## config.mk

```make
export PLATFORM = sky130hd
export DESIGN_NAME = carry_skip_adder_pipe
export DESIGN_NICKNAME = d
export VERILOG_FILES = /design/src/rtl/carry_skip_adder_pipe.sv
export SDC_FILE = /design/constraint.sdc
export NUM_CORES = 1
export LEC_CHECK = 0
export BUFFER_PORTS_ARGS = -buffer_cell sky130_fd_sc_hd__buf_4
export CORE_MARGIN = 1.5
export CORE_UTILIZATION = 40
export CTS_BUF_LIST = sky130_fd_sc_hd__clkbuf_16
export DETAILED_ROUTE_END_ITERATION = 12
export HOLD_SLACK_MARGIN = 0.15
export PLACE_DENSITY = 0.59
export SLEW_MARGIN = 30
export SYNTH_ARGS = -nofsm -noshare
export SYNTH_HDL_FRONTEND = slang
export SYNTH_SLANG_ARGS = --single-unit
```

## constraint.sdc

```tcl
create_clock -name clk -period 5.7 [get_ports clk]
set_input_delay 0.285 -clock clk [delete_from_list [all_inputs] [get_ports clk]]
set_output_delay 0.285 -clock clk [all_outputs]
set_load 0.02 [all_outputs]
```

## src/rtl/carry_skip_adder_pipe.sv

```systemverilog
// Pipelined carry-skip adder/subtractor.
// The operand is split into BLOCK-bit ripple blocks; each block bypasses its
// ripple carry when every bit propagates. SEG blocks form one pipeline
// segment. An input register level precedes the NSEG segments, so a beat
// accepted at posedge N is presented at the outputs from posedge N+NSEG.
// The whole pipeline advances together and freezes while the consumer
// stalls a valid result.
module carry_skip_adder_pipe #(
   parameter int WIDTH = 32,
   parameter int BLOCK = 4,
   parameter int SEG   = 2
) (
   input  logic                         clk,
   input  logic                         rst,
   input  logic                         in_valid,
   output logic                         in_ready,
   input  logic [WIDTH-1:0]             a,
   input  logic [WIDTH-1:0]             b,
   input  logic                         cin,
   input  logic                         sub,
   output logic                         out_valid,
   input  logic                         out_ready,
   output logic [WIDTH-1:0]             sum,
   output logic                         cout,
   output logic                         overflow,
   output logic                         zero,
   output logic [$clog2(WIDTH/BLOCK):0] skip_cnt
);

   localparam int SW   = BLOCK * SEG;
   localparam int NSEG = WIDTH / SW;
   localparam int CW   = $clog2(WIDTH / BLOCK) + 1;

   // Level k feeds segment k: operands, incoming carry, partial sum, skips.
   logic             v_q [NSEG];
   logic [WIDTH-1:0] a_q [NSEG];
   logic [WIDTH-1:0] b_q [NSEG];
   logic             c_q [NSEG];
   logic [WIDTH-1:0] s_q [NSEG];
   logic [CW-1:0]    n_q [NSEG];

   // Segment results, i.e. the next state of level k+1 (or of the outputs).
   logic [WIDTH-1:0] s_d [NSEG];
   logic             c_d [NSEG];
   logic [CW-1:0]    n_d [NSEG];

   logic             out_valid_q;
   logic [WIDTH-1:0] sum_q;
   logic             cout_q;
   logic             overflow_q;
   logic             zero_q;
   logic [CW-1:0]    skip_q;

   logic             stall;
   logic [WIDTH-1:0] b_eff;
   logic             c0;

   assign stall    = out_valid_q && !out_ready;
   assign in_ready = !stall;
   assign b_eff    = sub ? ~b : b;
   assign c0       = sub | cin;

   // Ripple each block of every segment, taking the bypass when the block propagates.
   always_comb begin
      for (int k = 0; k < NSEG; k++) begin
         logic carry;
         logic cb;
         logic rc;
         logic p;
         logic x;
         logic [CW-1:0] cnt;
         int idx;
         s_d[k] = s_q[k];
         carry  = c_q[k];
         cnt    = n_q[k];
         for (int j = 0; j < SEG; j++) begin
            cb = carry;
            rc = cb;
            p  = 1'b1;
            for (int i = 0; i < BLOCK; i++) begin
               idx          = k * SW + j * BLOCK + i;
               x            = a_q[k][idx] ^ b_q[k][idx];
               s_d[k][idx]  = x ^ rc;
               rc           = (a_q[k][idx] & b_q[k][idx]) | (x & rc);
               p            = p & x;
            end
            carry = p ? cb : rc;
            cnt   = cnt + CW'(p);
         end
         c_d[k] = carry;
         n_d[k] = cnt;
      end
   end

   // Advance the whole pipeline unless the output is stalled; data only moves with valid beats.
   always_ff @(posedge clk) begin
      if (rst) begin
         for (int k = 0; k < NSEG; k++) begin
            v_q[k] <= 1'b0;
            a_q[k] <= '0;
            b_q[k] <= '0;
            c_q[k] <= 1'b0;
            s_q[k] <= '0;
            n_q[k] <= '0;
         end
         out_valid_q <= 1'b0;
         sum_q       <= '0;
         cout_q      <= 1'b0;
         overflow_q  <= 1'b0;
         zero_q      <= 1'b0;
         skip_q      <= '0;
      end else if (!stall) begin
         v_q[0] <= in_valid;
         if (in_valid) begin
            a_q[0] <= a;
            b_q[0] <= b_eff;
            c_q[0] <= c0;
            s_q[0] <= '0;
            n_q[0] <= '0;
         end
         for (int k = 1; k < NSEG; k++) begin
            v_q[k] <= v_q[k-1];
            if (v_q[k-1]) begin
               a_q[k] <= a_q[k-1];
               b_q[k] <= b_q[k-1];
               c_q[k] <= c_d[k-1];
               s_q[k] <= s_d[k-1];
               n_q[k] <= n_d[k-1];
            end
         end
         out_valid_q <= v_q[NSEG-1];
         if (v_q[NSEG-1]) begin
            sum_q      <= s_d[NSEG-1];
            cout_q     <= c_d[NSEG-1];
            overflow_q <= (a_q[NSEG-1][WIDTH-1] == b_q[NSEG-1][WIDTH-1]) &&
                          (s_d[NSEG-1][WIDTH-1] != a_q[NSEG-1][WIDTH-1]);
            zero_q     <= ~|s_d[NSEG-1];
            skip_q     <= n_d[NSEG-1];
         end
      end
   end

   assign out_valid = out_valid_q;
   assign sum       = sum_q;
   assign cout      = cout_q;
   assign overflow  = overflow_q;
   assign zero      = zero_q;
   assign skip_cnt  = skip_q;

endmodule
```

==> metrics.log <==
INFO  metric fmaxAchievable = slightly below 0.2 GHz
INFO  metric slew_violations = 0
INFO  metric fin_tns_setup = 0 ps
INFO  metric drtIter0Drc = 506
INFO  metric post-dp-hpwl = around 13,000 µm
INFO  metric drcViolationCount = 0
INFO  metric hold_ws = slightly above 200 ps
INFO  metric final-hold-violation-count = 0
INFO  metric clock-sinks = 265
INFO  metric cp_data_arrival_time = 5590 ps
INFO  metric syn_inst = 841
INFO  metric placed_cells = ~1,300
INFO  metric antenna_violating_nets_post_route = 0
INFO  metric vias = 6,461
INFO  metric grtUsageTotal = a little over an eighth
INFO  metric total_global_routing_overflow = 0
INFO  metric wl = 20,200 µm
INFO  metric synth.cells.most_frequent = sky130_fd_sc_hd__edfxtp_1, sky130_fd_sc_hd__and3_1, sky130_fd_sc_hd__nand2_1
INFO  metric drt-wirelength-per-cell = around 14 µm
INFO  metric rrSetupSlack = 580 ps
INFO  metric antenna_violations_before_repair = 0
INFO  metric status = complete, no violations
INFO  metric drive_above_1_share = 16.8%
INFO  metric power.sequential.fraction = approximately 52%
INFO  metric synth_area = 11,600 µm²
INFO  metric areaGrowthSynthToFinish = 22.6%
INFO  metric ys_top_cells_by_area = sky130_fd_sc_hd__edfxtp_1, sky130_fd_sc_hd__and3_1, sky130_fd_sc_hd__dfxtp_1
INFO  metric grt_pass1_wl = 32,800 µm
INFO  metric io_pins = 111
INFO  metric post_cts.repair.setup_buffers = 0
INFO  metric cap_viol_max_count = 0
INFO  metric synth_fp_nets = 982
INFO  metric layout.cells.non_filler = 1,402
INFO  metric numPortBuffers = 110
INFO  metric crit_path_end_kind = register
INFO  metric clkPwrFrac = 40.8%
INFO  metric synth_enable_flop_cells = 225
INFO  metric clk-insertion-delay-late = 530 ps
INFO  metric period_needed = 5120 ps
INFO  metric postSynth.asyncResetShare = 0%
INFO  metric synth.most_common_cell = sky130_fd_sc_hd__edfxtp_1
INFO  metric reg2reg_depth = 14
INFO  metric max_fanout_on_critical_path = 3
INFO  metric cts_tree = done
INFO  metric hold_path_class = input port to register
INFO  metric cellInternalPower = 3.44 mW
INFO  metric firstDrtPassIters = 4
INFO  metric end_point_of_the_critical_path = zero
INFO  metric htreeDepth = 1
INFO  metric gp_congestion = roughly 0.77
INFO  metric chipHeight = 173 µm
INFO  metric final_min_period_over_clock_period = 89.8%
INFO  metric rsz0062_at_grt = false
INFO  metric vdd_drop_max = 232 µV
INFO  metric yosys.area.top_type_share = 58.4%
INFO  metric timing.rr.start = c_q[3]
INFO  metric critPathRequiredTime = 6170 ps
INFO  metric clock_pin_slew_of_the_registers_on_the_worst_case_setup_and_hold_paths = 60 ps
INFO  metric combinationalPowerShare = 7.6%
INFO  metric cts_made_buffers = 29
INFO  metric p_sw_share = 22.1%
INFO  metric initial_utilization = about two fifths
INFO  metric timing.rr.end = zero
INFO  metric dieWidth = 173 µm
INFO  metric p_per_area = between 300 and 400 nW/µm²
INFO  metric synthesis.yosys.warnings = 0
INFO  metric power.leakage = 6.22 nW
INFO  metric timing_worst_setup_path_type = register to register
INFO  metric cp-start-kind = register
INFO  metric post_synth.cell_area_avg = 13.8 µm²
INFO  metric worst_setup_slack_after_placement = around 540 ps
INFO  metric post-synth-top-area-cell = sky130_fd_sc_hd__edfxtp_1
INFO  metric vias_in_the_first_global_route = 6,337
INFO  metric die-area = 30,000 µm²
INFO  metric route.detailed.vias_per_inst = 4.61
INFO  metric maximum_number_of_pins_on_one_net_before_global_route_repair = 146
INFO  metric antenna_fix_cells = 0
INFO  metric fillerInstances = 2,509
INFO  metric post-route-worst-setup-slack = 579 ps
INFO  metric worst_slew_pin_slew = 819 ps
INFO  metric number_of_endpoints_failing_setup_at_the_final_stage = 0
INFO  metric cts-root-to-sink-buffers = 3
INFO  metric final_core_occ = 49.6%
INFO  metric critPathLaunch = c_q[3]
INFO  metric finalNetCount = 1,137
INFO  metric finClkSkew = 11.2 ps
INFO  metric synth_cell_types = 31
INFO  metric clk_root_buffer_cell = sky130_fd_sc_hd__clkbuf_16
INFO  metric core = around 29,000 µm²
INFO  metric floorplan.rows = 62
INFO  metric postSynthRegisterBits = 265
INFO  metric switchingPower = between 0.9 and 1 mW
INFO  metric worst_slew_margin_rel = 45.4%
INFO  metric synthFlopType = sky130_fd_sc_hd__edfxtp_1
INFO  metric ys_seq_area_share = around 65%
[power groups by stage]
stage / Clock [mW] / Combinational (mW) / Sequential, mW
finish: 1.80 / 0.337 / 2.28
CTS: 1.85 / 0.343 / 2.28
global placement: 0 / 0.300 / 2.32
detailed placement: 0 / 0.308 / 2.32
global route: 1.92 / 0.383 / 2.29
floorplan: 0 / 0.203 / 2.31
[flip-flops by register name (all words and copies together), names as in the netlist]
name,flops
a_q,80
b_q,80
c_q,4
cout,1
n_q,9
out_valid,1
overflow,1
s_q,48
skip_cnt,4
sum,32
v_q,4
zero,1
[worst min path at each step]
stage	start	endpoint	slack (ps)	cells after the start
floorplan	cin	c_q[0]	480	2
global placement	sum[9]	sum[9]	450	2
detailed placement	sum[18]	sum[18]	450	2
CTS	rst	overflow	180	2
global route	rst	sum[9]	220	2
finish	rst	overflow	210	2
[through the flow]
stage                     area, µm²  power, mW
final                         14200       4.42
after global routing          14200       4.59
after CTS                     14200       4.48
after detailed placement      12600       2.63
after global placement        12600       2.62
after floorplan               11600       2.51
[cells by family after synthesis]
logic type / synth area share [%]
xor gates and xnor gates: 2.72
buffers and inverters: 4.21
muxes: 0.562
and+or+nand+nor: 15.1
DFF: 65.3
adders and majority gates: 9.94
AOI/OAI and AO/OA: 2.23
[critical path, stage by stage, from the launching register on]
cell and delay, ps:
sky130_fd_sc_hd__edfxtp_1 430, sky130_fd_sc_hd__fa_1 460, sky130_fd_sc_hd__fa_1 460, sky130_fd_sc_hd__fa_1 450, sky130_fd_sc_hd__fa_1 420, sky130_fd_sc_hd__mux2_2 300
sky130_fd_sc_hd__fa_1 460, sky130_fd_sc_hd__fa_1 460, sky130_fd_sc_hd__fa_1 440, sky130_fd_sc_hd__inv_1 100, sky130_fd_sc_hd__fa_1 240, sky130_fd_sc_hd__nor4b_1 240
sky130_fd_sc_hd__nand4_1 120, sky130_fd_sc_hd__or3_1 360, sky130_fd_sc_hd__a21oi_1 140
[cells in the final DEF (no fill, tap or decap), drive strengths merged, types with 2 or more instances in the layout]
| cell | count |
|---|---|
| clkinvlp | 3 |
| a21oi | 35 |
| nor4 | 7 |
| clkinv | 13 |
| mux2i | 2 |
| a21o | 4 |
| inv | 38 |
| buf | 118 |
| dlygate4sd3 | 65 |
| ha | 36 |
| nand4 | 9 |
| dfxtp | 40 |
| clkbuf | 29 |
| edfxtp | 225 |
| mux2 | 4 |
| and3 | 177 |
| xnor2 | 35 |
| fa | 35 |
| nand2 | 73 |
| bufinv | 3 |
| a211oi | 6 |
| nor2 | 51 |
[final cells by class]
type                    instances  area, µm²  share of cell area [%]
flip-flops and latches        265       7560                    53.2
clock buffers                  29        726                    5.11
repair buffers                183       1550                    10.9
multi-input cells             484       3550                    25.0
well taps                     384        480                    3.39
clock inverters                24        206                    1.45
inverters                      33        124                   0.873
[per-layer routing]
layer	routed length (µm)	vias to the layer above	part of all wire, %	track usage (%)
met2	8430	145	42	19.8
met4	555	0	2.7	4.46
li1	-	3286	-	-
met3	738	37	3.6	1.72
met5	0	-	0	0
met1	10500	2993	52	20.1
[repair_timing]
action | in CTS | in global routing
gates resized for setup | 0 | 0
endpoints found under the hold margin | 65 | 0
hold buffers | 65 | 0
setup endpoints to repair | 0 | 0
Power figures use the tool's default switching activity.
